## src/rtl/i2c_cmd_sequencer_if.sv

```systemverilog
// ----------------------------------------------------------------------------
// i2c_cmd_sequencer_if
// Bundles the three streams around the I2C command sequencer:
//   cmd_*   : transaction descriptor handshake from the register side
//   m_*     : field/flag outputs to the I2C master, plus its busy/read-data
//   res_*   : first-word-fall-through result stream of read words
// Modports:
//   slave  : the sequencer itself (accepts commands, drives the master fields)
//   master : the surrounding logic (issues commands, models the I2C master,
//            consumes results)
// ----------------------------------------------------------------------------
interface i2c_cmd_sequencer_if;
   logic        cmd_valid;
   logic        cmd_ready;
   logic [47:0] cmd_data;

   logic [6:0]  m_adr;
   logic [31:0] m_wr_data;
   logic [2:0]  m_wr_bytes;
   logic [2:0]  m_rd_bytes;
   logic [3:0]  m_rd_channels;
   logic        m_wr_flg;
   logic        m_rd_flg;
   logic [31:0] m_rd_data;
   logic        m_rd_data_en;
   logic        m_busy;

   logic        res_valid;
   logic [31:0] res_data;
   logic        res_last;
   logic        res_ready;

   modport slave (
      input  cmd_valid, cmd_data,
      input  m_rd_data, m_rd_data_en, m_busy,
      input  res_ready,
      output cmd_ready,
      output m_adr, m_wr_data, m_wr_bytes, m_rd_bytes, m_rd_channels,
      output m_wr_flg, m_rd_flg,
      output res_valid, res_data, res_last
   );

   modport master (
      output cmd_valid, cmd_data,
      output m_rd_data, m_rd_data_en, m_busy,
      output res_ready,
      input  cmd_ready,
      input  m_adr, m_wr_data, m_wr_bytes, m_rd_bytes, m_rd_channels,
      input  m_wr_flg, m_rd_flg,
      input  res_valid, res_data, res_last
   );
endinterface

```

## src/rtl/i2c_cmd_sequencer.sv

```systemverilog
// ----------------------------------------------------------------------------
// i2c_cmd_sequencer
// Accepts one I2C transaction descriptor at a time, drives the master's
// address/data/length fields with a single-cycle start flag, supervises the
// master's busy output (start and timeout checks), enforces a bus-free gap
// between transactions and buffers returned read words in a FWFT FIFO whose
// entries carry a per-transaction "last" marker.
// Ports:
//   clk, reset    : 40 MHz clock, asynchronous active-high reset
//   bus (slave)   : command handshake, master fields/flags, result stream
//   clear_err     : clears all sticky error flags (a same-cycle set wins)
//   cmd_err       : descriptor rejected (bad nbytes, or read with 0 channels)
//   start_err     : master did not raise busy within ARM_CYCLES of the flag
//   timeout_err   : busy stayed high for TIMEOUT_CYCLES
//   ovf_err       : read word dropped because the result FIFO was full
//   idle          : sequencer idle and result FIFO empty
// ----------------------------------------------------------------------------
module i2c_cmd_sequencer #(
   parameter int unsigned GAP_CYCLES     = 200,
   parameter int unsigned ARM_CYCLES     = 8,
   parameter logic [23:0] TIMEOUT_CYCLES = 24'd4000000,
   parameter int unsigned RES_DEPTH      = 8
) (
   input  logic                clk,
   input  logic                reset,
   i2c_cmd_sequencer_if.slave  bus,
   input  logic                clear_err,
   output logic                cmd_err,
   output logic                start_err,
   output logic                timeout_err,
   output logic                ovf_err,
   output logic                idle
);

   localparam int unsigned PTR_W    = $clog2(RES_DEPTH);
   localparam logic [23:0] GAP_LAST = 24'(GAP_CYCLES - 1);
   localparam logic [23:0] ARM_LAST = 24'(ARM_CYCLES - 1);

   typedef enum logic [2:0] {S_IDLE, S_ISSUE, S_ARM, S_RUN, S_GAP} state_t;

   typedef struct packed {
      logic        rw;
      logic [6:0]  adr;
      logic [2:0]  nbytes;
      logic [3:0]  channels;
      logic        rsvd;
      logic [31:0] wr_data;
   } cmd_t;

   cmd_t cmd;
   assign cmd = bus.cmd_data;

   state_t      state_q, state_d;
   logic [23:0] cnt_q, cnt_d;
   logic [6:0]  m_adr_q, m_adr_d;
   logic [31:0] m_wr_data_q, m_wr_data_d;
   logic [2:0]  m_wr_bytes_q, m_wr_bytes_d;
   logic [2:0]  m_rd_bytes_q, m_rd_bytes_d;
   logic [3:0]  m_rd_channels_q, m_rd_channels_d;
   logic        m_wr_flg_q, m_wr_flg_d;
   logic        m_rd_flg_q, m_rd_flg_d;
   logic [4:0]  rd_cnt_q, rd_cnt_d;
   logic [PTR_W:0] wr_ptr_q, wr_ptr_d;
   logic [PTR_W:0] rd_ptr_q, rd_ptr_d;
   logic        cmd_err_q, cmd_err_d;
   logic        start_err_q, start_err_d;
   logic        timeout_err_q, timeout_err_d;
   logic        ovf_err_q, ovf_err_d;

   logic [31:0] res_data_mem [RES_DEPTH];
   logic        res_last_mem [RES_DEPTH];

   logic           cmd_bad;
   logic           fifo_empty, fifo_full;
   logic           pop, push_ok, push_last;
   logic [5:0]     word_num;
   logic [PTR_W-1:0] wr_idx, rd_idx;

   assign cmd_bad = (cmd.nbytes == 3'd0) || (cmd.nbytes > 3'd4) ||
                    (cmd.rw && (cmd.channels == 4'd0));

   assign wr_idx     = wr_ptr_q[PTR_W-1:0];
   assign rd_idx     = rd_ptr_q[PTR_W-1:0];
   assign fifo_empty = (wr_ptr_q == rd_ptr_q);
   assign fifo_full  = (wr_ptr_q[PTR_W] != rd_ptr_q[PTR_W]) && (wr_idx == rd_idx);
   assign pop        = bus.res_ready && !fifo_empty;
   // A full FIFO still accepts a word when the head leaves in the same cycle.
   assign push_ok    = bus.m_rd_data_en && (!fifo_full || pop);
   // Six bits so a saturated count never wraps onto channels==0.
   assign word_num   = {1'b0, rd_cnt_q} + 6'd1;
   assign push_last  = (word_num == {2'b00, m_rd_channels_q});

   // NOTE: every variable gets a default before the case so no latch is inferred.
   always_comb begin
      state_d         = state_q;
      cnt_d           = cnt_q;
      m_adr_d         = m_adr_q;
      m_wr_data_d     = m_wr_data_q;
      m_wr_bytes_d    = m_wr_bytes_q;
      m_rd_bytes_d    = m_rd_bytes_q;
      m_rd_channels_d = m_rd_channels_q;
      m_wr_flg_d      = 1'b0;
      m_rd_flg_d      = 1'b0;
      rd_cnt_d        = rd_cnt_q;
      wr_ptr_d        = wr_ptr_q;
      rd_ptr_d        = rd_ptr_q;
      // Sticky flags: clear first, any set below overrides the clear.
      cmd_err_d       = cmd_err_q     & ~clear_err;
      start_err_d     = start_err_q   & ~clear_err;
      timeout_err_d   = timeout_err_q & ~clear_err;
      ovf_err_d       = ovf_err_q     & ~clear_err;

      // Result FIFO runs independently of the command state.
      if (bus.m_rd_data_en) begin
         if (rd_cnt_q != 5'h1f) rd_cnt_d = rd_cnt_q + 5'd1;
         if (!push_ok) ovf_err_d = 1'b1;
      end
      if (push_ok) wr_ptr_d = wr_ptr_q + {{PTR_W{1'b0}}, 1'b1};
      if (pop)     rd_ptr_d = rd_ptr_q + {{PTR_W{1'b0}}, 1'b1};

      case (state_q)
         S_IDLE: begin
            if (bus.cmd_valid) begin
               if (cmd_bad) begin
                  cmd_err_d = 1'b1;
               end else begin
                  m_adr_d     = cmd.adr;
                  m_wr_data_d = cmd.wr_data;
                  if (cmd.rw) begin
                     m_wr_bytes_d    = 3'd0;
                     m_rd_bytes_d    = cmd.nbytes;
                     m_rd_channels_d = cmd.channels;
                  end else begin
                     m_wr_bytes_d    = cmd.nbytes;
                     m_rd_bytes_d    = 3'd0;
                     m_rd_channels_d = 4'd0;
                  end
                  // Flags are raised here so they are registered in ISSUE.
                  m_rd_flg_d = cmd.rw;
                  m_wr_flg_d = !cmd.rw;
                  rd_cnt_d   = 5'd0;
                  state_d    = S_ISSUE;
               end
            end
         end
         S_ISSUE: begin
            cnt_d   = 24'd0;
            state_d = S_ARM;
         end
         S_ARM: begin
            if (bus.m_busy) begin
               cnt_d   = 24'd0;
               state_d = S_RUN;
            end else if (cnt_q == ARM_LAST) begin
               start_err_d = 1'b1;
               cnt_d       = 24'd0;
               state_d     = S_GAP;
            end else begin
               cnt_d = cnt_q + 24'd1;
            end
         end
         S_RUN: begin
            if (!bus.m_busy) begin
               cnt_d   = 24'd0;
               state_d = S_GAP;
            end else if (cnt_q != TIMEOUT_CYCLES) begin
               cnt_d = cnt_q + 24'd1;
               // The master cannot be aborted, so only flag it and keep waiting.
               if (cnt_q + 24'd1 == TIMEOUT_CYCLES) timeout_err_d = 1'b1;
            end
         end
         S_GAP: begin
            if (cnt_q == GAP_LAST) begin
               cnt_d   = 24'd0;
               state_d = S_IDLE;
            end else begin
               cnt_d = cnt_q + 24'd1;
            end
         end
         default: begin
            cnt_d   = 24'd0;
            state_d = S_IDLE;
         end
      endcase
   end

   // NOTE: sequential state uses non-blocking assignments only.
   always_ff @(posedge clk or posedge reset) begin
      if (reset) begin
         state_q         <= S_IDLE;
         cnt_q           <= 24'd0;
         m_adr_q         <= 7'd0;
         m_wr_data_q     <= 32'd0;
         m_wr_bytes_q    <= 3'd0;
         m_rd_bytes_q    <= 3'd0;
         m_rd_channels_q <= 4'd0;
         m_wr_flg_q      <= 1'b0;
         m_rd_flg_q      <= 1'b0;
         rd_cnt_q        <= 5'd0;
         wr_ptr_q        <= '0;
         rd_ptr_q        <= '0;
         cmd_err_q       <= 1'b0;
         start_err_q     <= 1'b0;
         timeout_err_q   <= 1'b0;
         ovf_err_q       <= 1'b0;
      end else begin
         state_q         <= state_d;
         cnt_q           <= cnt_d;
         m_adr_q         <= m_adr_d;
         m_wr_data_q     <= m_wr_data_d;
         m_wr_bytes_q    <= m_wr_bytes_d;
         m_rd_bytes_q    <= m_rd_bytes_d;
         m_rd_channels_q <= m_rd_channels_d;
         m_wr_flg_q      <= m_wr_flg_d;
         m_rd_flg_q      <= m_rd_flg_d;
         rd_cnt_q        <= rd_cnt_d;
         wr_ptr_q        <= wr_ptr_d;
         rd_ptr_q        <= rd_ptr_d;
         cmd_err_q       <= cmd_err_d;
         start_err_q     <= start_err_d;
         timeout_err_q   <= timeout_err_d;
         ovf_err_q       <= ovf_err_d;
      end
   end

   // NOTE: the storage array is not reset; the pointers define what is valid
   // and the read port is forced to zero while the FIFO is empty.
   always_ff @(posedge clk) begin
      if (push_ok) begin
         res_data_mem[wr_idx] <= bus.m_rd_data;
         res_last_mem[wr_idx] <= push_last;
      end
   end

   assign bus.cmd_ready     = (state_q == S_IDLE);
   assign bus.m_adr         = m_adr_q;
   assign bus.m_wr_data     = m_wr_data_q;
   assign bus.m_wr_bytes    = m_wr_bytes_q;
   assign bus.m_rd_bytes    = m_rd_bytes_q;
   assign bus.m_rd_channels = m_rd_channels_q;
   assign bus.m_wr_flg      = m_wr_flg_q;
   assign bus.m_rd_flg      = m_rd_flg_q;
   assign bus.res_valid     = !fifo_empty;
   assign bus.res_data      = fifo_empty ? 32'd0 : res_data_mem[rd_idx];
   assign bus.res_last      = fifo_empty ? 1'b0  : res_last_mem[rd_idx];

   assign cmd_err     = cmd_err_q;
   assign start_err   = start_err_q;
   assign timeout_err = timeout_err_q;
   assign ovf_err     = ovf_err_q;
   assign idle        = (state_q == S_IDLE) && fifo_empty;

endmodule

```

## src/flat_wrapper.sv

```systemverilog
// flat-port wrapper written by rule: the top's interface ports become plain ports
module i2c_cmd_sequencer_flat 
#(
   parameter int unsigned GAP_CYCLES     = 200,
   parameter int unsigned ARM_CYCLES     = 8,
   parameter logic [23:0] TIMEOUT_CYCLES = 24'd4000000,
   parameter int unsigned RES_DEPTH      = 8
)
  (clk, reset, clear_err, cmd_err, start_err, timeout_err, ovf_err, idle, bus_cmd_valid, bus_cmd_data, bus_m_rd_data, bus_m_rd_data_en, bus_m_busy, bus_res_ready, bus_cmd_ready, bus_m_adr, bus_m_wr_data, bus_m_wr_bytes, bus_m_rd_bytes, bus_m_rd_channels, bus_m_wr_flg, bus_m_rd_flg, bus_res_valid, bus_res_data, bus_res_last);
  i2c_cmd_sequencer_if bus_i ();
  input  logic clk;
  input  logic reset;
  input  logic clear_err;
  output logic cmd_err;
  output logic start_err;
  output logic timeout_err;
  output logic ovf_err;
  output logic idle;
  input wire logic [$bits(bus_i.cmd_valid)-1:0] bus_cmd_valid;
  input wire logic [$bits(bus_i.cmd_data)-1:0] bus_cmd_data;
  input wire logic [$bits(bus_i.m_rd_data)-1:0] bus_m_rd_data;
  input wire logic [$bits(bus_i.m_rd_data_en)-1:0] bus_m_rd_data_en;
  input wire logic [$bits(bus_i.m_busy)-1:0] bus_m_busy;
  input wire logic [$bits(bus_i.res_ready)-1:0] bus_res_ready;
  output wire logic [$bits(bus_i.cmd_ready)-1:0] bus_cmd_ready;
  output wire logic [$bits(bus_i.m_adr)-1:0] bus_m_adr;
  output wire logic [$bits(bus_i.m_wr_data)-1:0] bus_m_wr_data;
  output wire logic [$bits(bus_i.m_wr_bytes)-1:0] bus_m_wr_bytes;
  output wire logic [$bits(bus_i.m_rd_bytes)-1:0] bus_m_rd_bytes;
  output wire logic [$bits(bus_i.m_rd_channels)-1:0] bus_m_rd_channels;
  output wire logic [$bits(bus_i.m_wr_flg)-1:0] bus_m_wr_flg;
  output wire logic [$bits(bus_i.m_rd_flg)-1:0] bus_m_rd_flg;
  output wire logic [$bits(bus_i.res_valid)-1:0] bus_res_valid;
  output wire logic [$bits(bus_i.res_data)-1:0] bus_res_data;
  output wire logic [$bits(bus_i.res_last)-1:0] bus_res_last;
  assign bus_i.cmd_valid = bus_cmd_valid;
  assign bus_i.cmd_data = bus_cmd_data;
  assign bus_i.m_rd_data = bus_m_rd_data;
  assign bus_i.m_rd_data_en = bus_m_rd_data_en;
  assign bus_i.m_busy = bus_m_busy;
  assign bus_i.res_ready = bus_res_ready;
  assign bus_cmd_ready = bus_i.cmd_ready;
  assign bus_m_adr = bus_i.m_adr;
  assign bus_m_wr_data = bus_i.m_wr_data;
  assign bus_m_wr_bytes = bus_i.m_wr_bytes;
  assign bus_m_rd_bytes = bus_i.m_rd_bytes;
  assign bus_m_rd_channels = bus_i.m_rd_channels;
  assign bus_m_wr_flg = bus_i.m_wr_flg;
  assign bus_m_rd_flg = bus_i.m_rd_flg;
  assign bus_res_valid = bus_i.res_valid;
  assign bus_res_data = bus_i.res_data;
  assign bus_res_last = bus_i.res_last;
  i2c_cmd_sequencer #(.GAP_CYCLES(GAP_CYCLES), .ARM_CYCLES(ARM_CYCLES), .TIMEOUT_CYCLES(TIMEOUT_CYCLES), .RES_DEPTH(RES_DEPTH)) u_core (.clk(clk), .reset(reset), .bus(bus_i), .clear_err(clear_err), .cmd_err(cmd_err), .start_err(start_err), .timeout_err(timeout_err), .ovf_err(ovf_err), .idle(idle));
endmodule
```

## config.mk

```make
export PLATFORM = sky130hd
export DESIGN_NAME = i2c_cmd_sequencer_flat
export DESIGN_NICKNAME = d
export VERILOG_FILES = /design/src/rtl/i2c_cmd_sequencer_if.sv /design/src/rtl/i2c_cmd_sequencer.sv /design/src/flat_wrapper.sv
export SDC_FILE = /design/constraint.sdc
export NUM_CORES = 1
export LEC_CHECK = 0
export BUFFER_PORTS_ARGS = -buffer_cell sky130_fd_sc_hd__buf_2
export CELL_PAD_IN_SITES_DETAIL_PLACEMENT = 0
export CELL_PAD_IN_SITES_GLOBAL_PLACEMENT = 1
export CORE_ASPECT_RATIO = 0.9
export CORE_UTILIZATION = 52
export DETAILED_ROUTE_END_ITERATION = 8
export PLACE_DENSITY_LB_ADDON = 0.1
export REMOVE_ABC_BUFFERS = 1
export SLEW_MARGIN = 10
export SYNTH_ARGS = -nofsm -noshare
export SYNTH_HDL_FRONTEND = slang
export SYNTH_SLANG_ARGS = --single-unit
```

## constraint.sdc

```tcl
create_clock -name clk -period 8.1 [get_ports clk]
set_input_delay 1.62 -clock clk [delete_from_list [all_inputs] [get_ports clk]]
set_output_delay 1.62 -clock clk [all_outputs]
set_load 0.005 [all_outputs]
```

Word level (Yosys, flattened, before mapping)
Memories as Yosys holds them, arrays and structs flattened.
Index checks and enable logic that the tools add are counted.
W data, S select, Z words.
- register bits after elaboration: 95
- latch bits: 0
- memory bits (writable): 264
- ROM bits: 0
- input bits: 87
- memories: 2
- add/subtract/negate cells: 5
- multiply operators: 0
- divide/modulo/power cells: 0
- magnitude comparators: 1
- eq/ne operators: 19
- shift operators: 0
- mux-type cells: 43
- bitwise operators: 7
- reductions and logical operators: 17
- memory list (name ; depth ; bits a word ; rd ports ; clocked after memory_dff ; write ports ; RTL line ; source):
    u_core.res_data_mem ; 8 ; 32 ; 1 ; 0 ; 1 ; i2c_cmd_sequencer.sv:70 ; logic [31:0] res_data_mem [RES_DEPTH];
    u_core.res_last_mem ; 8 ; 1 ; 1 ; 0 ; 1 ; i2c_cmd_sequencer.sv:71 ; logic res_last_mem [RES_DEPTH];
- operators with widths (operator ; count):
    $mux W24 ; 5
    $pmux W24 S4 ; 1
    $mux W32 ; 1
    $mux W5 ; 5
    $add A24 B1 Y24 const B ; 1
    $eq A24 B22 Y1 const B ; 1
    $eq A24 B3 Y1 const B ; 1
    $eq A24 B8 Y1 const B ; 1
    $mux W3 ; 8
    $ne A24 B22 Y1 const B ; 1
    $mux W1 ; 21
    $pmux W3 S5 ; 1
    $add A4 B1 Y4 const B ; 2
    $add A5 B1 Y6 const B ; 1
    $eq A3 B2 Y1 const B ; 2
    $eq A6 B4 Y1 ; 1
    $logic_not A3 Y1 ; 2
    $ne A2 B2 Y1 const B ; 3
    $ne A3 B2 Y1 const B ; 2
    $add A5 B1 Y5 const B ; 1
    $logic_and A1 B1 Y1 ; 5
    $ne A5 B5 Y1 const B ; 1
    $reduce_and A5 Y1 ; 1
    $and A1 B1 Y1 ; 4
    14 further kinds ; 20

Depth between registers and ports, before layout
Gate-level depths: netlist of run 1.
- word-level depth: 7
- depth in mapped cells: 9
- mapped depth without buffers: 8

Least setup slack after synthesis of run 1
Ideal clock, no wire load.
- path kind: input -> register
- from: in bus_res_ready
- to: mem u_core.res_data_mem[4][0], enable pin
- library setup time: 518 ps
- arrival: 5365 ps
- required time: 7582 ps
- slack: 2217 ps
- stages on the path: 3
- path buffers: 0
- cell sequence: or3_1 nand2_1 nor4b_1
- word-level cells in the longest chain between the ends: 5
- ends and longest elaborated chain (what ; RTL line ; source):
    start, declared ; flat_wrapper.sv:24 ; input wire logic [$bits(bus_i.res_ready)-1:0] bus_res_ready;
    $logic_and A1 B1 Y1 ; i2c_cmd_sequencer.sv:86 ; assign pop = bus.res_ready && !fifo_empty;
    $logic_or A1 B1 Y1 ; i2c_cmd_sequencer.sv:88 ; assign push_ok = bus.m_rd_data_en && (!fifo_full || pop);
    $logic_and A1 B1 Y1 ; i2c_cmd_sequencer.sv:88 ;
    $mux W1 ; i2c_cmd_sequencer.sv:229 ; if (push_ok) begin
    $mux W1 (not written as such) ; i2c_cmd_sequencer.sv:230 ; res_data_mem[wr_idx] <= bus.m_rd_data;
    end, declared ; i2c_cmd_sequencer.sv:70 ;
Every way passes these cells.

Final worst setup path of run 1
- from: reg u_core.rd_ptr_q[0]
- to: out bus_res_data[17]
- word-level cells in the longest chain between the ends: 2
- elaborated cells between the ends (all ways): 3
- classes of those cells: eq/ne: 1; mux: 1; memory: 1
- ends and longest elaborated chain (what ; RTL line ; source):
    start, declared ; i2c_cmd_sequencer.sv:64 ; logic [PTR_W:0] rd_ptr_q, rd_ptr_d;
    start signal, assigned ; i2c_cmd_sequencer.sv:218 ; rd_ptr_q <= rd_ptr_d;
    $mem_v2 Z8 W32 or $eq A4 B4 Y1 (tied branches) ; n/a ;
    $mux W32 (*) ; i2c_cmd_sequencer.sv:244 ; assign bus.res_data = fifo_empty ? 32'd0 : res_data_mem[rd_idx];
    end, declared ; flat_wrapper.sv:34 ; output wire logic [$bits(bus_i.res_data)-1:0] bus_res_data;
Every way passes the cells marked *; elsewhere a longest branch is shown, timed or not.

==> results of run 1 <==
[where the power goes]
| group | internal (W) | leakage, nW | switching, W | total, W |
|---|---|---|---|---|
| Combinational | 0.000863 | 2.70 | 0.00101 | 0.00187 |
| Sequential | 0.00236 | 3.63 | 0.000193 | 0.00255 |
| Clock | 0.00102 | 0.605 | 0.000687 | 0.00170 |
| Total | 0.00423 | 6.93 | 0.00189 | 0.00612 |
[layout make-up]
cell class	count	area (um^2)	share of cell area, %
Clock buffer	50	1020	5.83
Tap cell	360	450	2.59
Sequential cell	359	10300	59.2
Timing Repair Buffer	192	1000	5.75
Inverter	16	62.6	0.359
Antenna cell	1	2.50	0.0144
Multi-Input combinational cell	547	4360	25.0
Clock inverter	18	211	1.21
[worst paths after layout]
kind	to	start	cells after the start	slack, ns
setup / recovery	bus_res_data[17]	u_core.rd_ptr_q[0]$_DFFE_PP0P_	5	3.39
hold / removal	u_core.bus.m_wr_data[3]$_DFFE_PP0P_	u_core.bus.m_wr_data[3]$_DFFE_PP0P_	2	0.47
setup reg to reg	u_core.res_data_mem[5][2]$_DFFE_PP_	u_core.rd_ptr_q[0]$_DFFE_PP0P_	6	4.99
hold reg to reg	u_core.bus.m_wr_data[3]$_DFFE_PP0P_	u_core.bus.m_wr_data[3]$_DFFE_PP0P_	2	0.47
max in group asynchronous	u_core.rd_ptr_q[0]$_DFFE_PP0P_	reset	3	5.82
min in group asynchronous	u_core.bus.m_rd_bytes[2]$_DFFE_PP0P_	reset	2	1.18
[routing by layer]
metal  track usage (%)  vias up  part of all wire (%)
li1                  -     4030                     -
met1              28.9     4309                    44
met2              35.1      235                    48
met3              4.32       44                   5.6
met4              5.21        2                   1.7
met5                 0        -                 0.026
[critical path, stage by stage, from the launching register on]
cell	delay [ns]
sky130_fd_sc_hd__dfrtp_4	0.65
sky130_fd_sc_hd__buf_4	0.87
sky130_fd_sc_hd__mux4_2	0.61
sky130_fd_sc_hd__mux2i_1	0.18
sky130_fd_sc_hd__nor2_1	0.08
sky130_fd_sc_hd__buf_2	0.15
[per-stage QoR]
stage | utilization (%) | instance area, um^2 | std cells | total power, W | hold WS, ns
floorplan | - | 14700 | 922 | 0.00379 | 0.462
global placement | 57.6 | 16200 | 1474 | 0.00446 | 0.447
detailed placement | 57.6 | 16200 | 1474 | 0.00449 | 0.454
CTS | 62.0 | 17400 | 1542 | 0.00620 | 0.470
global route | 62.0 | 17400 | 1543 | 0.00645 | 0.491
finish | 62.0 | 17400 | 1543 | 0.00612 | 0.466
[state kept, by name, summed over array words and instances (netlist names), 3 cells and up]
name / count
u_core.bus.m_adr: 7
u_core.bus.m_rd_bytes: 3
u_core.bus.m_rd_channels: 4
u_core.bus.m_wr_bytes: 3
u_core.bus.m_wr_data: 32
u_core.cnt_q: 24
u_core.rd_cnt_q: 5
u_core.rd_ptr_q: 4
u_core.res_data_mem: 256
u_core.res_last_mem: 8
u_core.state_q: 3
u_core.wr_ptr_q: 4
[placed cells by master, fill, tap and decap left out, types with 22 or more instances in the layout]
master | synthesis | final
sky130_fd_sc_hd__mux2i_1 | 35 | 35
sky130_fd_sc_hd__buf_2 | 17 | 176
sky130_fd_sc_hd__edfxtp_1 | 264 | 264
sky130_fd_sc_hd__dfrtp_1 | 95 | 92
sky130_fd_sc_hd__mux4_2 | 66 | 66
sky130_fd_sc_hd__nand2_1 | 166 | 166
sky130_fd_sc_hd__clkbuf_16 | 0 | 38
sky130_fd_sc_hd__nor2_1 | 59 | 59
sky130_fd_sc_hd__nand3_1 | 23 | 22
[cell families (layout without fill, tap and decap cells)]
kind of cell | after synthesis | after routing | share of synthesized area, %
AO/OA/AOI/OAI | 74 | 74 | 3.59
AND/OR/NAND/NOR | 335 | 335 | 10.6
flip-flops | 359 | 359 | 69.0
XOR/XNOR | 27 | 27 | 1.58
buffers and inverters | 73 | 276 | 2.13
other | 0 | 1 | 0
adder cells (fa/ha/maj) | 8 | 8 | 0.670
multiplexers | 103 | 103 | 12.4
==> metrics.txt, run 1 <==
via count=8620; antenna-violating nets left=0; Post-CTS Repair Setup Buffers=0; class of the tightest hold or removal check=reg2reg; Data arrival, critical path=3.09 ns; maximum clock frequency=0.212 GHz; critical path peak fanout=52; category of the worst setup path capture point=output port; post-detailed-route wirelength per cell=19.9 um; startpoint kind of the worst setup timing path=flop; transition time of the tightest slew-check pin=1.14 ns; count of maximum capacitance violations=0; routed wire length=30.8 mm; number of instances in the synthesized netlist=around 1000; violation count after the first detailed-routing iteration=467; RSZ-0062 raised after global routing=no; FF+latch count, synth=359; clock period minus final worst setup slack=roughly 4.7 ns; gp weighted congestion=roughly 0.79; Worst Path Class, Setup=reg2out; number of top-level pins=178; worst slack, placed=3.86 ns; maximum number of pins on one net before global-route repair=70; Commonest cells post-synth=264 x sky130_fd_sc_hd__edfxtp_1, 166 x sky130_fd_sc_hd__nand2_1, 95 x sky130_fd_sc_hd__dfrtp_1; standard-cell row count=58; Data required, critical path=between 6 and 7 ns; fraction of post-synthesis cell area in the top cell type by area=53.1%; Die Span X=between 150 and 200 um; headroom to the max-slew limit=23.6%; Sink Count=around 360; placeable core region=0.0281 mm^2; fin. max-slew vios=0; vias in the first global route=8675; NumNets Final=1248; outcome=completed; number of inserted filler cells in the final layout=2134; post-synth top area cell=sky130_fd_sc_hd__edfxtp_1; die footprint=about 0.029 mm^2; Synth area leaders=sky130_fd_sc_hd__edfxtp_1 53%, sky130_fd_sc_hd__dfrtp_1 16%, sky130_fd_sc_hd__mux4_2 10%; maximum vdd drop=around 210 uV; global-route usage over all layers=21.2%; Pwr per Cell Area=351 mW/mm^2; number of flops mapped to enable cells by yosys=between 200 and 300; post-synthesis area per instance=~15 um^2; Resize count post-CTS=0; clock-pin slew on the worst setup and hold paths=0.06 ns; async set-reset flop share out of synthesis=26.5%; most common cell in the netlist=sky130_fd_sc_hd__edfxtp_1; sequential area share after synthesis=69.0%; final critical-path share of the clock period=58.1%; Clk Latency, worst-skew pair=0.53 ns; worst clock skew=about 0.019 ns; hold-fix buffers at CTS=0; Starting Density=53.2%; setup TNS=0 ns; leakage power=6.93 nW; commonest register cell after synthesis=sky130_fd_sc_hd__edfxtp_1; synthesis-to-finish area growth=16.6%; proportion of layout cells with a drive suffix above 1=between 20 and 30%; final setup violation count=0; Port Buffers=176; Avg Vias per Cell=around 5.6; CTS tree=yes; Yosys cell types=59; overall overflow remaining after global route=0; count of yosys warnings during synthesis=0; Max Buffers Root-to-Sink=3; number of failing hold endpoints at the final stage=0; HPWL Detailed=17.9 mm; root buffer cell=sky130_fd_sc_hd__clkbuf_16; initial antenna violation count=2; Die Height=163 um; router iterations before antenna repair=5; Num CTS Buffers=37; CTS HTree Levels=2; first-pass GRT wire length=47.8 mm; Post-route DRC=0; area of the mapped netlist=0.0149 mm^2; worst path setup slack after routing=about 3.4 ns
Note: power is estimated with default switching activity, not from simulation.
==> run 2, diff against run 1 <==
--- a/config.mk
+++ b/config.mk
@@ -5,11 +5,12 @@
 export SDC_FILE = /design/constraint.sdc
 export NUM_CORES = 1
 export LEC_CHECK = 0
+export ABC_AREA = 1
 export BUFFER_PORTS_ARGS = -buffer_cell sky130_fd_sc_hd__buf_2
 export CELL_PAD_IN_SITES_DETAIL_PLACEMENT = 0
 export CELL_PAD_IN_SITES_GLOBAL_PLACEMENT = 1
 export CORE_ASPECT_RATIO = 0.9
-export CORE_UTILIZATION = 52
+export CORE_UTILIZATION = 42
 export DETAILED_ROUTE_END_ITERATION = 8
 export PLACE_DENSITY_LB_ADDON = 0.1
 export REMOVE_ABC_BUFFERS = 1
==> constraint.sdc (replaced) <==
create_clock -name clk -period 4.26 [get_ports clk]
set_input_delay 0.852 -clock clk [delete_from_list [all_inputs] [get_ports clk]]
set_output_delay 0.852 -clock clk [all_outputs]
set_load 0.005 [all_outputs]
==> metrics.txt, run 2 <==
outcome=completed; net switching power=0.00434 W (+130%); Post-route DRC=0 (unchanged); standard-cell row count=65 (+12%); mux share of post-synthesis cell area=0.0739% (-12 points); Largest register FFs=256 (unchanged); largest register by flop count=u_core.res_data_mem; HPWL Detailed=21.0 mm (+17%); via count=10400 (+21%); CTS HTree Levels=2 (unchanged); Starting Density=43.0% (-10 points); NumNets Final=1671 (+34%); Die Height=183 um (+12%); maximum clock frequency=0.273 GHz; share of the synthesized area in compound gates (AO/OA/AOI/OAI)=10.2% (+6.6 points); global-route usage over all layers=20.0% (-1.1 points); chain of cells forming the critical path=inv_2 -> buf_4 -> o21ai_0 -> o22ai_1 -> o21ai_0 -> a31oi_1 -> buf_2; count of yosys warnings during synthesis=0 (unchanged); commonest register cell after synthesis=sky130_fd_sc_hd__edfxtp_1; area share of and/or/nand/nor cells after synthesis=16.3% (+5.8 points); Commonest cells post-synth=264 x sky130_fd_sc_hd__edfxtp_1, 256 x sky130_fd_sc_hd__nand2_1, 249 x sky130_fd_sc_hd__nor2_1; first-pass GRT wire length=57.3 mm (+20%); Num CTS Buffers=39 (+5.4%); highest cell delay on the worst timing path=0.54 ns (-0.33 ns); Clk Latency, worst-skew pair=0.53 ns (about the same); router iterations before antenna repair=4 (-1); Post-CTS Repair Setup Buffers=0 (unchanged); antenna-violating nets left=0 (unchanged); highest-delay cell along the critical path=sky130_fd_sc_hd__dfrtp_2; category of the worst setup path capture point=output port; most used cell along the critical path=sky130_fd_sc_hd__o21ai_0; hold-fix buffers at CTS=0 (unchanged); most common cell in the netlist=sky130_fd_sc_hd__edfxtp_1; number of top-level pins=178 (unchanged); clock share of power=26.9% (-0.9 points); leakage power=7.01 nW (+1.1%); internal power=0.00783 W (+85%); Die Span X=203 um (+12%); class of the tightest hold or removal check=reg2reg; switching power share of the total=35.6% (+4.8 points); Post-Synth Adder-Cell Area=0.657% (-0.013 points); fin. max-slew vios=0 (unchanged); synthesis-to-finish area growth=17.8%; number of failing hold endpoints at the final stage=0 (unchanged); total placed cells including tap cells=2004 (+36%); Max Buffers Root-to-Sink=3 (unchanged); maximum vdd drop=351 uV (+66%); CTS tree=yes; clock period minus final worst setup slack=3.67 ns; Post-Route Hold Slack=0.461 ns (-0.00467 ns); sequential area share after synthesis=67.7% (-1.3 points); share of power burned in registers=39.4% (-2.2 points); async set-reset flop share out of synthesis=26.5% (unchanged); combinational family with the most area after synthesis=simple AND/OR/NAND/NOR gates; number of instances in the synthesized netlist=1407 (+44%); root buffer cell=sky130_fd_sc_hd__clkbuf_16; Data arrival, critical path=2.81 ns (-0.28 ns); FF+latch count, synth=359 (unchanged); fraction of post-synthesis cell area in the top cell type by area=52.1% (-1.0 points); RSZ-0062 raised after global routing=no; overall overflow remaining after global route=0 (unchanged); routed wire length=36.5 mm (+19%); startpoint kind of the worst setup timing path=flop; number of flops mapped to enable cells by yosys=264 (unchanged); final critical-path share of the clock period=86.1%; most frequent cells in the layout=264 x sky130_fd_sc_hd__edfxtp_1, 256 x sky130_fd_sc_hd__nand2_1, 242 x sky130_fd_sc_hd__nor2_1, 181 x sky130_fd_sc_hd__o21ai_0, 176 x sky130_fd_sc_hd__buf_2; placeable core region=0.0354 mm^2 (+26%); clock-pin slew on the worst setup and hold paths=0.06 ns (about the same); area of the mapped netlist=0.0152 mm^2 (+2.0%); final setup violation count=0 (unchanged); post-synth top area cell=sky130_fd_sc_hd__edfxtp_1; Synth area leaders=sky130_fd_sc_hd__edfxtp_1 52%, sky130_fd_sc_hd__dfrtp_1 16%, sky130_fd_sc_hd__nand2_1 6.3%; post-synthesis area per instance=10.8 um^2 (-29%); Sink Count=359 (unchanged); gp weighted congestion=0.809 (+2.3%); die footprint=0.0370 mm^2 (+26%); maximum number of pins on one net before global-route repair=91 (+30%); Yosys cell types=38 (-36%); most common library cell in the layout ignoring fill and taps=sky130_fd_sc_hd__edfxtp_1; critical path peak fanout=26 (-50%); Logic pwr share=33.7% (+3.1 points); proportion of layout cells with a drive suffix above 1=20.1% (-8.5 points); post-detailed-route wirelength per cell=17.6 um (-12%); Port Buffers=176 (unchanged); transition time of the tightest slew-check pin=1.10 ns (-0.0348 ns); worst clock skew=0.0170 ns (-0.00188 ns); initial antenna violation count=4 (+2); headroom to the max-slew limit=25.8% (+2.2 points); Avg Vias per Cell=5.02 (-10%); violation count after the first detailed-routing iteration=624 (+34%); Worst Path Class, Setup=reg2out; Data required, critical path=3.41 ns (-3.07 ns); Pwr per Cell Area=678 mW/mm^2 (+93%); Resize count post-CTS=0 (unchanged); vias in the first global route=10200 (+18%); non-filler instance count after layout=2074 (+34%); count of maximum capacitance violations=0 (unchanged); xor/xnor share of the synthesized area=1.09% (-0.49 points)
[run 2: changes by cell type after synthesis, sizes merged, moves of 35 or more]
cell / before / now
nand2: 167 / 264
o21ai: 18 / 209
inv: 16 / 73
nor2: 60 / 264
mux4: 66 / 0
mux2i: 35 / 0
[run 2: power by group through the flow]
stage                     logic (W)  clock network, W  registers (W)
after detailed placement    0.00418                 0        0.00485
after global routing        0.00463           0.00349        0.00486
after global placement      0.00415                 0        0.00484
final                       0.00411           0.00328        0.00479
after CTS                   0.00419           0.00337        0.00479
after floorplan             0.00217                 0        0.00498
[run 2: layer usage]
metal,global-route usage [%],vias to the layer above,part of all wire [%]
li1,-,5184,-
met4,5.35,4,1.9
met2,31.8,218,46
met1,27.8,4959,47
met3,4.23,50,5.3
met5,0,-,0.085
[run 2: logic make-up (layout without fill, tap and decap cells)]
kind of cell | after synthesis | count (layout)
and+or+nand+nor | 594 | 594
DFF | 359 | 359
AOI/OAI and AO/OA | 283 | 283
buffers and inverters | 143 | 339
xor gates and xnor gates | 19 | 19
adders and majority gates | 8 | 8
muxes | 1 | 1
other | 0 | 2
[run 2: through the flow]
step | util (%) | instance area, um^2 | setup TNS, ns | power (W) | worst slack (ns)
3_3_place_gp | 47.2 | 16700 | 0 | 0.00899 | 1.14
4_1_cts | 50.7 | 17900 | 0 | 0.0123 | 0.570
3_5_place_dp | 47.2 | 16700 | 0 | 0.00904 | 1.15
5_1_grt | 50.7 | 17900 | 0 | 0.0130 | 0.404
6_report | 50.7 | 17900 | 0 | 0.0122 | 0.594
2_1_floorplan | - | 14900 | -186.77 | 0.00715 | -1.49
[run 2: worst max-delay path, delay by kind of cell (launching register included)]
family	cells	cell delay, ns
buffers and inverters	3	1.06
AO/OA/AOI/OAI	4	0.66
flip-flops	1	0.54
[run 2: area by class of cell]
class	count	area, um^2
Inverter	75	285
Tap cell	469	587
Fill cell	3297	17400
Timing Repair Buffer	196	1140
Multi-Input combinational cell	905	4380
Clock inverter	19	201
Clock buffer	49	1030
Sequential cell	359	10300
Antenna cell	2	5.00
[run 2: final timing paths]
path                            slack (ns)  cells after the start                                 start                                    to
worst max register to register        1.50                      7          u_core.rd_cnt_q[0]$_DFF_PP0_      u_core.res_last_mem[2]$_DFFE_PP_
min in group asynchronous             0.56                      2                                 reset           u_core.cnt_q[1]$_DFFE_PP0P_
worst min-delay path                  0.46                      2  u_core.bus.m_wr_data[10]$_DFFE_PP0P_  u_core.bus.m_wr_data[10]$_DFFE_PP0P_
worst min register to register        0.46                      2  u_core.bus.m_wr_data[10]$_DFFE_PP0P_  u_core.bus.m_wr_data[10]$_DFFE_PP0P_
worst max-delay path                  0.59                      7        u_core.rd_ptr_q[1]$_DFFE_PP0P_                          bus_res_last
max in group asynchronous             2.83                      3                                 reset       u_core.bus.m_adr[2]$_DFFE_PP0P_
